### src/rtl/cpu_emissor_pkg.sv
// cpu_emissor_pkg: shared definitions for the CPU -> peripheral nibble link.
// Holds the handshake FSM state encoding and the data/counter widths so the
// peripheral-side code can decode the same states and widths.
package cpu_emissor_pkg;

  localparam int unsigned DATA_W = 4;  // nibble carried per transfer
  localparam int unsigned CNT_W  = 8;  // transfer counter and timeout counter width

  typedef enum logic [1:0] {
    IDLE     = 2'd0,
    SEND     = 2'd1,
    WAIT_LOW = 2'd2
  } emissor_state_e;

endpackage

### src/rtl/sync_2ff.sv
// sync_2ff: two-flop synchronizer for a single-bit level signal.
// Ports:
//   i_clk - destination clock
//   i_rst - asynchronous active-high reset, clears both flops
//   i_d   - asynchronous input level
//   o_q   - synchronized level, two i_clk edges behind i_d
module sync_2ff (
  input  logic i_clk,
  input  logic i_rst,
  input  logic i_d,
  output logic o_q
);

  logic r_meta;
  logic r_sync;

  always_ff @(posedge i_clk or posedge i_rst) begin
    if (i_rst) begin
      r_meta <= 1'b0;
      r_sync <= 1'b0;
    end else begin
      r_meta <= i_d;
      r_sync <= r_meta;
    end
  end

  assign o_q = r_sync;

endmodule

### src/rtl/cpu_emissor.sv
// cpu_emissor: accepts nibbles from the CPU and sends each one to the
// peripheral with a four-phase handshake (send up, ack up, send down,
// ack down). A transfer that sees no ack within TIMEOUT_CYCLES cycles is
// abandoned with a one-cycle cpu_erro pulse.
//
// Optional feature: define CPU_EMISSOR_ACK_SYNC_EN to pass per_ack through a
// two-flop synchronizer (adds two cycles of ack-to-response latency).
// Without it per_ack is used directly.
//
// Ports:
//   cpu_clk       - single clock, rising edge
//   cpu_rst       - asynchronous active-high reset
//   cpu_valid     - CPU offers a nibble
//   cpu_dados     - nibble offered
//   cpu_ready     - block accepts a nibble this cycle (high only in IDLE)
//   per_send      - request line to the peripheral
//   out_per_dados - data to the peripheral, stable while per_send is high
//   per_ack       - acknowledge from the peripheral
//   cpu_erro      - one-cycle pulse on timeout
//   tx_count      - completed transfers, wraps at 255 -> 0
module cpu_emissor
  import cpu_emissor_pkg::*;
#(
  parameter int unsigned TIMEOUT_CYCLES = 64  // legal range 2..255
) (
  input  logic              cpu_clk,
  input  logic              cpu_rst,
  input  logic              cpu_valid,
  input  logic [DATA_W-1:0] cpu_dados,
  output logic              cpu_ready,
  output logic              per_send,
  output logic [DATA_W-1:0] out_per_dados,
  input  logic              per_ack,
  output logic              cpu_erro,
  output logic [CNT_W-1:0]  tx_count
);

  // Timeout fires on the TIMEOUT_CYCLES-th edge spent in SEND.
  localparam logic [CNT_W-1:0] TMO_LAST = CNT_W'(TIMEOUT_CYCLES - 1);

  emissor_state_e    r_state;
  logic [CNT_W-1:0]  r_tmo;
  logic [CNT_W-1:0]  r_tx_count;
  logic [DATA_W-1:0] r_dados;
  logic              r_send;
  logic              r_erro;
  logic              w_ack;

`ifdef CPU_EMISSOR_ACK_SYNC_EN
  sync_2ff u_ack_sync (
    .i_clk (cpu_clk),
    .i_rst (cpu_rst),
    .i_d   (per_ack),
    .o_q   (w_ack)
  );
`else
  assign w_ack = per_ack;
`endif

  always_ff @(posedge cpu_clk or posedge cpu_rst) begin
    if (cpu_rst) begin
      r_state    <= IDLE;
      r_tmo      <= '0;
      r_tx_count <= '0;
      r_dados    <= '0;
      r_send     <= 1'b0;
      r_erro     <= 1'b0;
    end else begin
      r_erro <= 1'b0;
      case (r_state)
        IDLE: begin
          if (cpu_valid) begin
            r_dados <= cpu_dados;
            r_send  <= 1'b1;
            r_tmo   <= '0;
            r_state <= SEND;
          end
        end
        SEND: begin
          // Ack is checked first so it wins over a timeout on the same edge.
          if (w_ack) begin
            r_send     <= 1'b0;
            r_tx_count <= r_tx_count + 1'b1;
            r_state    <= WAIT_LOW;
          end else if (r_tmo == TMO_LAST) begin
            r_send  <= 1'b0;
            r_erro  <= 1'b1;
            r_state <= WAIT_LOW;
          end else begin
            r_tmo <= r_tmo + 1'b1;
          end
        end
        WAIT_LOW: begin
          if (!w_ack) begin
            r_state <= IDLE;
          end
        end
        default: begin
          r_state <= IDLE;
          r_send  <= 1'b0;
        end
      endcase
    end
  end

  assign cpu_ready     = (r_state == IDLE);
  assign per_send      = r_send;
  assign out_per_dados = r_dados;
  assign cpu_erro      = r_erro;
  assign tx_count      = r_tx_count;

endmodule

### config.mk
export PLATFORM = sky130hd
export DESIGN_NAME = cpu_emissor
export DESIGN_NICKNAME = d
export VERILOG_FILES = /design/src/rtl/cpu_emissor_pkg.sv /design/src/rtl/sync_2ff.sv /design/src/rtl/cpu_emissor.sv
export SDC_FILE = /design/constraint.sdc
export NUM_CORES = 1
export LEC_CHECK = 0
export ABC_AREA = 1
export CORE_UTILIZATION = 45
export CTS_CLUSTER_SIZE = 30
export DETAILED_ROUTE_END_ITERATION = 8
export DONT_BUFFER_PORTS = 1
export GPL_ROUTABILITY_DRIVEN = 0
export PLACE_DENSITY = 0.61
export SLEW_MARGIN = 40
export SYNTH_ARGS = -nofsm -noshare
export SYNTH_HDL_FRONTEND = slang
export SYNTH_SLANG_ARGS = --single-unit
### constraint.sdc
create_clock -name cpu_clk -period 2.2 [get_ports cpu_clk]
set_clock_uncertainty 0.15 [all_clocks]
set_input_delay 0.33 -clock cpu_clk [delete_from_list [all_inputs] [get_ports cpu_clk]]
set_output_delay 0.33 -clock cpu_clk [all_outputs]
set_load 0.005 [all_outputs]
---- Word-level counts from Yosys, hierarchy flattened ----
Index checks and enable logic that the tools add are counted.
word-level totals
  bits in registers ....................... 24
  input bits .............................. 8
  output and inout port bits .............. 15
  word-level logic and storage cells ...... 40
cells by class
  add/sub/neg operators ................... 2
  equal/unequal tests ..................... 8
  multiplexer cells ....................... 16
  bitwise logic cells ..................... 1
  reduce and logical (&&, ||, !) cells .... 7
operators with widths
  operator             count
  $mux 8               3
  $add 8x1->8 const B  2
  $pmux 8 s2           1
  $eq 8x6->1 const B   1
  $mux 2               4
  $ne 2x2->1 const B   4
  $mux 1               6
  $pmux 2 s3           1
  $reduce_and 3->1     2
  $reduce_and 2->1     2
  $reduce_and 4->1     1
  $ne 3x3->1 const B   1
  $pmux 1 s3           1
  $eq 2x1->1 const B   1
  $eq 2x2->1 const B   1
  $logic_not 2->1      1
  $reduce_bool 2->1    1
  $not 1->1            1

---- Depth between registers and ports, before layout ----
Gate-level depths: netlist of the first run.
  depth in word-level cells ............... 4
  depth in mapped cells ................... 9
  depth with buffers taken out ............ 8

---- Worst setup path after synthesis of the first run ----
No wires, ideal clock.
  kind .................................... reg-to-reg
  from .................................... register r_tmo[0]
  to ...................................... register r_tmo[0]
  library setup time ...................... 0.121 ns
  data arrival time ....................... 1.186 ns
  required time ........................... 1.929 ns
  path slack .............................. 0.743 ns
  cell stages (with the launch flop) ...... 9
  path buffers ............................ 1
  period minus slack after synthesis ...... 1.457 ns
  cells stage by stage .................... dfrtp_1 ha_1 nand3_2 inv_2 nand2_2 nand2_4 buf_12 nand3_2 o21ai_2
between the ends
  longest elaborated chain between the ends .. 4
  elaborated cells on any way between the ends .. 7
  classes of those cells .................. add/sub: 1; eq/ne: 2; mux: 3; reduce/logical: 1
RTL lines
  element                   RTL line           source
  start: declaration        cpu_emissor.sv:42  logic [CNT_W-1:0] r_tmo;
  start signal: assignment  cpu_emissor.sv:90  r_tmo <= r_tmo + 1'b1;
  $add 8x1->8               cpu_emissor.sv:90
  $mux 8                    cpu_emissor.sv:85  end else if (r_tmo == TMO_LAST) begin
  $mux 8                    cpu_emissor.sv:81  if (w_ack) begin
  $pmux 8 s2                cpu_emissor.sv:70  case (r_state)
Several ways; a longest one is shown, not always the timed one. The select of a mux whose other input is x is not followed.
A chain may end at the register's enable or synchronous reset.

---- Final worst setup path of the first run ----
  from .................................... register r_tmo[0]
  to ...................................... register r_tmo[4]
Same word-level chain as after synthesis.

==> summary.txt, run 1 <==
CTS
  • Buffer count from post-CTS setup fixing: 0
  • Hold buffer count at cts: 6
  • Maximum clock path buffer count: 2
  • Clock tree from TritonCTS: built
  • Root buffer selected by CTS: clkbuf_4
  • TritonCTS buffer count: 3
  • # H-tree levels: 1
  • Clk_lat worst skew: 0.32 ns
  • Number of sinks handled by clock tree synthesis: 24
  • Clock-pin slew reported for the worst setup and hold paths after clock tree synthesis: 0.14 ns
  • PostCTS Resize Cnt: 0

Routing
  • Average detailed-routed wire length per instance: 12.5 um
  • Met1 layer wirelength in the final routing: 1060 um
  • Total Wirelength: 2230 um
  • Total via count in the routed design: 891
  • DR pass1 iterations: 4
  • WL met3: 76 um
  • Amount of wire on met2 after detailed routing: 1050 um
  • Number of DRC violations after detailed-routing iteration 0: 39
  • DRC Markers: 0
  • ANT nets after route: 0
  • Routed vias/inst: 5.01
  • Top routing layer in use: met4

Yosys
  • Synth Area per Inst: 9.50 um2
  • Complex-gate fraction of the synthesized area: 0.0324
  • Count of different cell masters after synthesis: 27
  • Synth Area in Simple Gates: 0.319
  • Cells after Synth: 138
  • Total number of yosys warnings: 0
  • Syn Std Cell Area: 1310 um2
  • Share of the synthesized area in the top cell type: 0.458
  • Dominant combinational cell family by area after synthesis: simple AND/OR/NAND/NOR gates
  • Most used flip-flop cell after synthesis: dfrtp_1
  • Portion of the post-synthesis area used by sequential elements: 0.458
  • Syn_nets: 148
  • Adder-cell share of the synthesized area: 0.0191
  • Yosys reg bits: 24
  • Async set or reset register ratio after synthesis: 1.00
  • Xor/xnor cell area share of the yosys netlist: 0.0601
  • Fraction of synthesized area in multiplexers: 0.0344
  • Number of enable flip-flop cells after synthesis: 0
  • Synth area leaders: dfrtp_1 46%, nand2_1 10%, nand3_2 6.1%
  • Library cell occupying the most area in the post-synthesis netlist: dfrtp_1

STA
  • Relative max-transition margin: 0.616
  • Tightest Pin Transition: 0.575 ns
  • RSZ-0062 raised after global routing: false
  • Max-slew violation count: 0
  • Share of the clock period used by the worst path: 0.749
  • Endpoints failing hold: 0
  • Fin crit period: 1.65 ns
  • Highest clock frequency the design can meet: 0.607 GHz
  • Final count of negative-setup-slack endpoints: 0
  • TNS Setup: 0 ns

Floorplanning
  • Die Outline Area: 3130 um2
  • Area of the placeable core: 2760 um2
  • Initial core utilization: 0.475
  • Num rows: 19
  • Num ports: 23
  • Die Height: 56.0 um
  • Floorplan die width: 56.0 um

Placed design
  • Count of buffers from port buffering: 0
  • HPWL after detailed placement: 1570 um
  • Placement-stage cell area: 1330 um2

Setup path
  • Crit-path leading delay family: simple AND/OR/NAND/NOR gates
  • Delay of the slowest critical-path stage: 0.45 ns
  • Buf+Inv Stages, Crit Path: 1
  • Data required, critical path: 2.27 ns
  • Critical path launch point type: flop
  • Arrival time worst endpoint: 1.72 ns
  • Slowest library cell on the worst path: dfrtp_1
  • Worst-path cell chain: ha_1 > nand3_2 > inv_2 > nand2_2 > nand2_4 > nand2_2 > nand2_1 > nand2_1
  • Crit Path Max Fanout: 12
  • Endpoint kind of the worst setup timing path: flop
  • Type of the worst setup path: reg -> reg

Global routing
  • Global-route usage over all layers: 0.161
  • Total congestion overflow: 0
  • Vias in the first global route: 866
  • Wire length of the first global-routing pass: 3920 um
  • Initial antenna violation count: 0
  • Largest net degree at the start of global routing: 16

Layout
  • Count of antenna diodes in the layout: 0
  • Layout filler cell count: 255
  • Number of nets at the end of the flow: 158
  • Share of layout cells above drive strength 1: 0.252
  • Post-route core utilization: 0.522
  • Design area: 1440 um2
  • Most common cell after layout, fill and taps aside: nand2_1
  • Layout Area Growth over Synthesis: 9.73%
  • Commonest cells after routing, fill and taps aside: 36 x nand2_1, 24 x dfrtp_1, 14 x inv_1, 8 x nand3_2, 7 x nor2_1

Flow run
  • Number of max-cap violations: 0

Power and ir drop
  • Highest ir drop seen on vdd: 0.611 mV
  • PwrDens: 999 nW/um2
  • Leakage power summed over all cells: 0.738 nW

Hold path
  • Hold crit path type: in -> reg

Status
  • Result of the run: complete, no violations
-- layer usage --
layer  vias up  track usage
met4         0       0.0627
li1        446            -
met5         -            0
met3         4       0.0302
met1       421        0.221
met2        20        0.253
-- final cells by class --
| type | instances | area, um2 | share of cell area |
|---|---|---|---|
| clock inverters | 1 | 30.0 | 0.0209 |
| multi-input cells | 94 | 609 | 0.423 |
| clock buffers | 3 | 22.5 | 0.0157 |
| inverters | 18 | 70.1 | 0.0487 |
| repair buffers | 7 | 67.6 | 0.0470 |
| well taps | 31 | 38.8 | 0.0270 |
| flip-flops and latches | 24 | 601 | 0.417 |
-- registers in the layout, indices dropped and copies added (netlist names) --
register / flops
r_state: 2
out_per_dados: 4
tx_count: 8
r_tmo: 8
cpu_erro: 1
per_send: 1
-- path summary, 6_finish.rpt --
check / slack, ns / end / startpoint / cells after the start
worst min-delay path: 0.08 / r_tmo[7] / per_ack / 4
max in group asynchronous: 0.99 / tx_count[0] / cpu_rst / 3
worst max-delay path: 0.55 / r_tmo[4] / r_tmo[0] / 8
worst max register to register: 0.55 / r_tmo[4] / r_tmo[0] / 8
min in group asynchronous: 0.35 / per_send / cpu_rst / 2
worst min register to register: 0.37 / per_send / per_send / 2
-- cell families after synthesis --
kind of cell,after synthesis
AND/OR/NAND/NOR,74
flip-flops,24
buffers and inverters,20
XOR/XNOR,9
AO/OA/AOI/OAI,5
multiplexers,4
adder cells (fa/ha/maj),2
-- cells in the mapped netlist, types with 2 or more instances --
| library cell | n |
|---|---|
| inv_2 | 3 |
| dfrtp_1 | 24 |
| inv_1 | 14 |
| nor2_1 | 7 |
| nor2_2 | 2 |
| nand4_1 | 3 |
| nand2_4 | 3 |
| nand2_1 | 36 |
| nand2_2 | 4 |
| ha_1 | 2 |
| nor2_4 | 2 |
| nand3_1 | 5 |
| xor2_1 | 5 |
| xnor2_1 | 4 |
| mux2_2 | 4 |
| nand3_2 | 8 |
| o21ai_2 | 2 |
-- report_power, final --
group	internal (mW)	switching [mW]	leakage (nW)
Combinational	0.170	0.253	0.396
Sequential	0.562	0.129	0.314
Clock	0.184	0.140	0.0279
-- worst reg2reg max path, delay by kind of cell, from the launching register on --
family	cells	cell delay, ns
adders and majority gates	1	0.22
and+or+nand+nor	6	0.66
buffers and inverters	1	0.07
DFF	1	0.45
-- stage by stage --
stage          total power, mW  hold WS, ns  std cells  setup WS (ns)
2_1_floorplan             1.07        0.195        138          0.743
3_3_place_gp              1.11        0.159        168          0.623
3_5_place_dp              1.12        0.158        168          0.574
4_1_cts                   1.45       0.0680        178          0.555
5_1_grt                   1.54       0.0735        178          0.438
6_report                  1.44       0.0762        178          0.551
(Power assumes the default switching activity.)
==> run 2, diff against run 1 <==
==> constraint.sdc (replaced) <==
create_clock -name cpu_clk -period 1.7 [get_ports cpu_clk]
set_clock_uncertainty 0.15 [all_clocks]
set_input_delay 0.255 -clock cpu_clk [delete_from_list [all_inputs] [get_ports cpu_clk]]
set_output_delay 0.255 -clock cpu_clk [all_outputs]
set_load 0.005 [all_outputs]
==> summary.txt, run 2 (synthesized netlist as in run 1, its figures left out) <==
Floorplanning
  • Num ports: 23 (unchanged)
  • Num rows: 19 (unchanged)
  • Die Height: 56.0 um (unchanged)
  • Die Outline Area: 3130 um2 (unchanged)
  • Initial core utilization: 0.475 (unchanged)
  • Floorplan die width: 56.0 um (unchanged)
  • Area of the placeable core: 2760 um2 (unchanged)

Status
  • Result of the run: complete, no violations (unchanged)

Global routing
  • Vias in the first global route: 933 (was 866)
  • Initial antenna violation count: 0 (unchanged)
  • Met3 track demand over resource: 0.0372 (was 0.0302)
  • Largest net degree at the start of global routing: 15 (was 16)
  • Global-route usage over all layers: 0.163 (was 0.161)
  • Busiest layer in global routing: met2 (unchanged)
  • Wire length of the first global-routing pass: 4040 um (was 3920 um)
  • GRT met2 Usage: 0.287 (was 0.253)
  • Met1 routing resource usage after global routing: 0.192 (was 0.221)
  • Total congestion overflow: 0 (unchanged)

Placed design
  • Count of buffers from port buffering: 0 (unchanged)
  • Placement-stage worst setup slack: 0.0483 ns (was 0.574 ns)
  • HPWL after detailed placement: 1600 um (was 1570 um)

Routing
  • DRC Markers: 0 (unchanged)
  • Routed vias/inst: 5.10 (was 5.01)
  • Total Wirelength: 2240 um (was 2230 um)
  • ANT nets after route: 0 (unchanged)
  • Number of DRC violations after detailed-routing iteration 0: 19 (was 39)
  • Average detailed-routed wire length per instance: 12.6 um (was 12.5 um)
  • Total via count in the routed design: 907 (was 891)
  • DR pass1 iterations: 3 (was 4)

STA
  • Relative max-transition margin: 0.723 (was 0.616)
  • Endpoints failing hold: 0 (unchanged)
  • Share of the clock period used by the worst path: 0.938 (was 0.749)
  • Min Hold Slack: 0.0202 ns (was 0.0762 ns)
  • RSZ-0062 raised after global routing: false (unchanged)
  • Final setup margin: 0.106 ns (was 0.551 ns)
  • Final count of negative-setup-slack endpoints: 0 (unchanged)
  • Max-slew violation count: 0 (unchanged)
  • Tightest Pin Transition: 0.414 ns (was 0.575 ns)
  • Fin crit period: 1.59 ns (was 1.65 ns)
  • TNS Setup: 0 ns (unchanged)
  • Highest clock frequency the design can meet: 0.627 GHz (was 0.607 GHz)

Layout
  • Number of nets at the end of the flow: 158 (unchanged)
  • Layout Area Growth over Synthesis: 10.5% (was 9.73%)
  • Share of layout cells above drive strength 1: 0.259 (was 0.252)
  • Post-route core utilization: 0.525 (was 0.522)
  • Count of antenna diodes in the layout: 0 (unchanged)
  • Most common cell after layout, fill and taps aside: nand2_1 (unchanged)
  • Commonest cells after routing, fill and taps aside: 36 x nand2_1, 23 x dfrtp_1, 14 x inv_1, 8 x nand3_2, 7 x nor2_1 (was 36 x nand2_1, 24 x dfrtp_1, 14 x inv_1, 8 x nand3_2, 7 x nor2_1)

Setup path
  • Endpoint kind of the worst setup timing path: flop (unchanged)
  • Buf+Inv Stages, Crit Path: 1 (unchanged)
  • Crit Path Max Fanout: 12 (unchanged)
  • Worst-path cell chain: ha_1 > nand3_2 > inv_2 > nand2_2 > nand2_8 > nand2_2 > nand3_1 > nand2_1 (was ha_1 > nand3_2 > inv_2 > nand2_2 > nand2_4 > nand2_2 > nand2_1 > nand2_1)
  • Critical path launch point type: flop (unchanged)
  • Delay of the slowest critical-path stage: 0.46 ns (was 0.45 ns)
  • Type of the worst setup path: reg -> reg (unchanged)
  • Most frequent CP cell: nand2_2
  • Data required, critical path: 1.82 ns (was 2.27 ns)
  • Slowest library cell on the worst path: dfrtp_2 (was dfrtp_1)
  • Crit-path leading delay family: simple AND/OR/NAND/NOR gates (unchanged)
  • Arrival time worst endpoint: 1.71 ns (was 1.72 ns)

CTS
  • Clock tree from TritonCTS: built (unchanged)
  • Maximum clock path buffer count: 2 (unchanged)
  • # H-tree levels: 1 (unchanged)
  • Number of sinks handled by clock tree synthesis: 24 (unchanged)
  • Root buffer selected by CTS: clkbuf_4 (unchanged)
  • Clk_lat worst skew: 0.31 ns (was 0.32 ns)
  • Clock-pin slew reported for the worst setup and hold paths after clock tree synthesis: 0.14 ns (about the same)
  • TritonCTS buffer count: 3 (unchanged)

Power and ir drop
  • Leakage power summed over all cells: 0.739 nW (was 0.738 nW)
  • Highest ir drop seen on vdd: 0.885 mV (was 0.611 mV)
  • Total power after layout: 1.88 mW (was 1.44 mW)
  • PwrDens: 1300 nW/um2 (was 999 nW/um2)

Flow run
  • Number of max-cap violations: 0 (unchanged)

Hold path
  • Hold crit path type: in -> reg (unchanged)
==> run 2: what timing repair did <==
item | in CTS | in global routing
gates resized for setup | 0 | 2
buffers inserted | 0 | 0
endpoints found under the setup margin | 0 | 5
hold buffers | 6 | 0
hold endpoints to repair | 16 | 0
==> run 2: area by class of cell <==
cell class | instances | area (um2)
fillers | 260 | 1310
multi-input cells | 94 | 618
flip-flops and latches | 24 | 602
inverters | 18 | 70.1
repair buffers | 7 | 67.6
well taps | 31 | 38.8
clock inverters | 1 | 30.0
clock buffers | 3 | 22.5
==> run 2: worst register-to-register path, stage by stage (launching register included) <==
cell	delay (ns)
dfrtp_2	0.46
ha_1	0.24
nand3_2	0.12
inv_2	0.04
nand2_2	0.14
nand2_8	0.13
nand2_2	0.12
nand3_1	0.09
nand2_1	0.06
==> run 2: final timing paths <==
check | end | slack, ns | start | cells after the start
max in group asynchronous | r_tmo[0] | 0.64 | cpu_rst | 3
worst min register to register | r_tmo[0] | 0.36 | r_tmo[0] | 1
worst max-delay path | r_tmo[1] | 0.11 | r_tmo[0] | 8
min in group asynchronous | out_per_dados[0] | 0.20 | cpu_rst | 2
worst max register to register | r_tmo[1] | 0.11 | r_tmo[0] | 8
worst min-delay path | r_tmo[7] | 0.02 | per_ack | 4
==> run 2: where the power goes <==
part	switching, mW	internal (mW)	total, mW	leakage [nW]
clock	0.179	0.238	0.417	0.0279
combinational	0.337	0.226	0.563	0.398
sequential	0.167	0.729	0.896	0.313
==> run 2: per-stage QoR <==
step                instance area [um2]  cells
global route                       1450    178
global placement                   1330    168
finish                             1450    178
detailed placement                 1330    168
CTS                                1440    178
floorplan                          1310    138
==> run 2: metal layers <==
metal,vias up,part of all wire
met5,-,0
met4,0,0.017
met3,4,0.032
met2,17,0.51
met1,432,0.44
li1,454,-
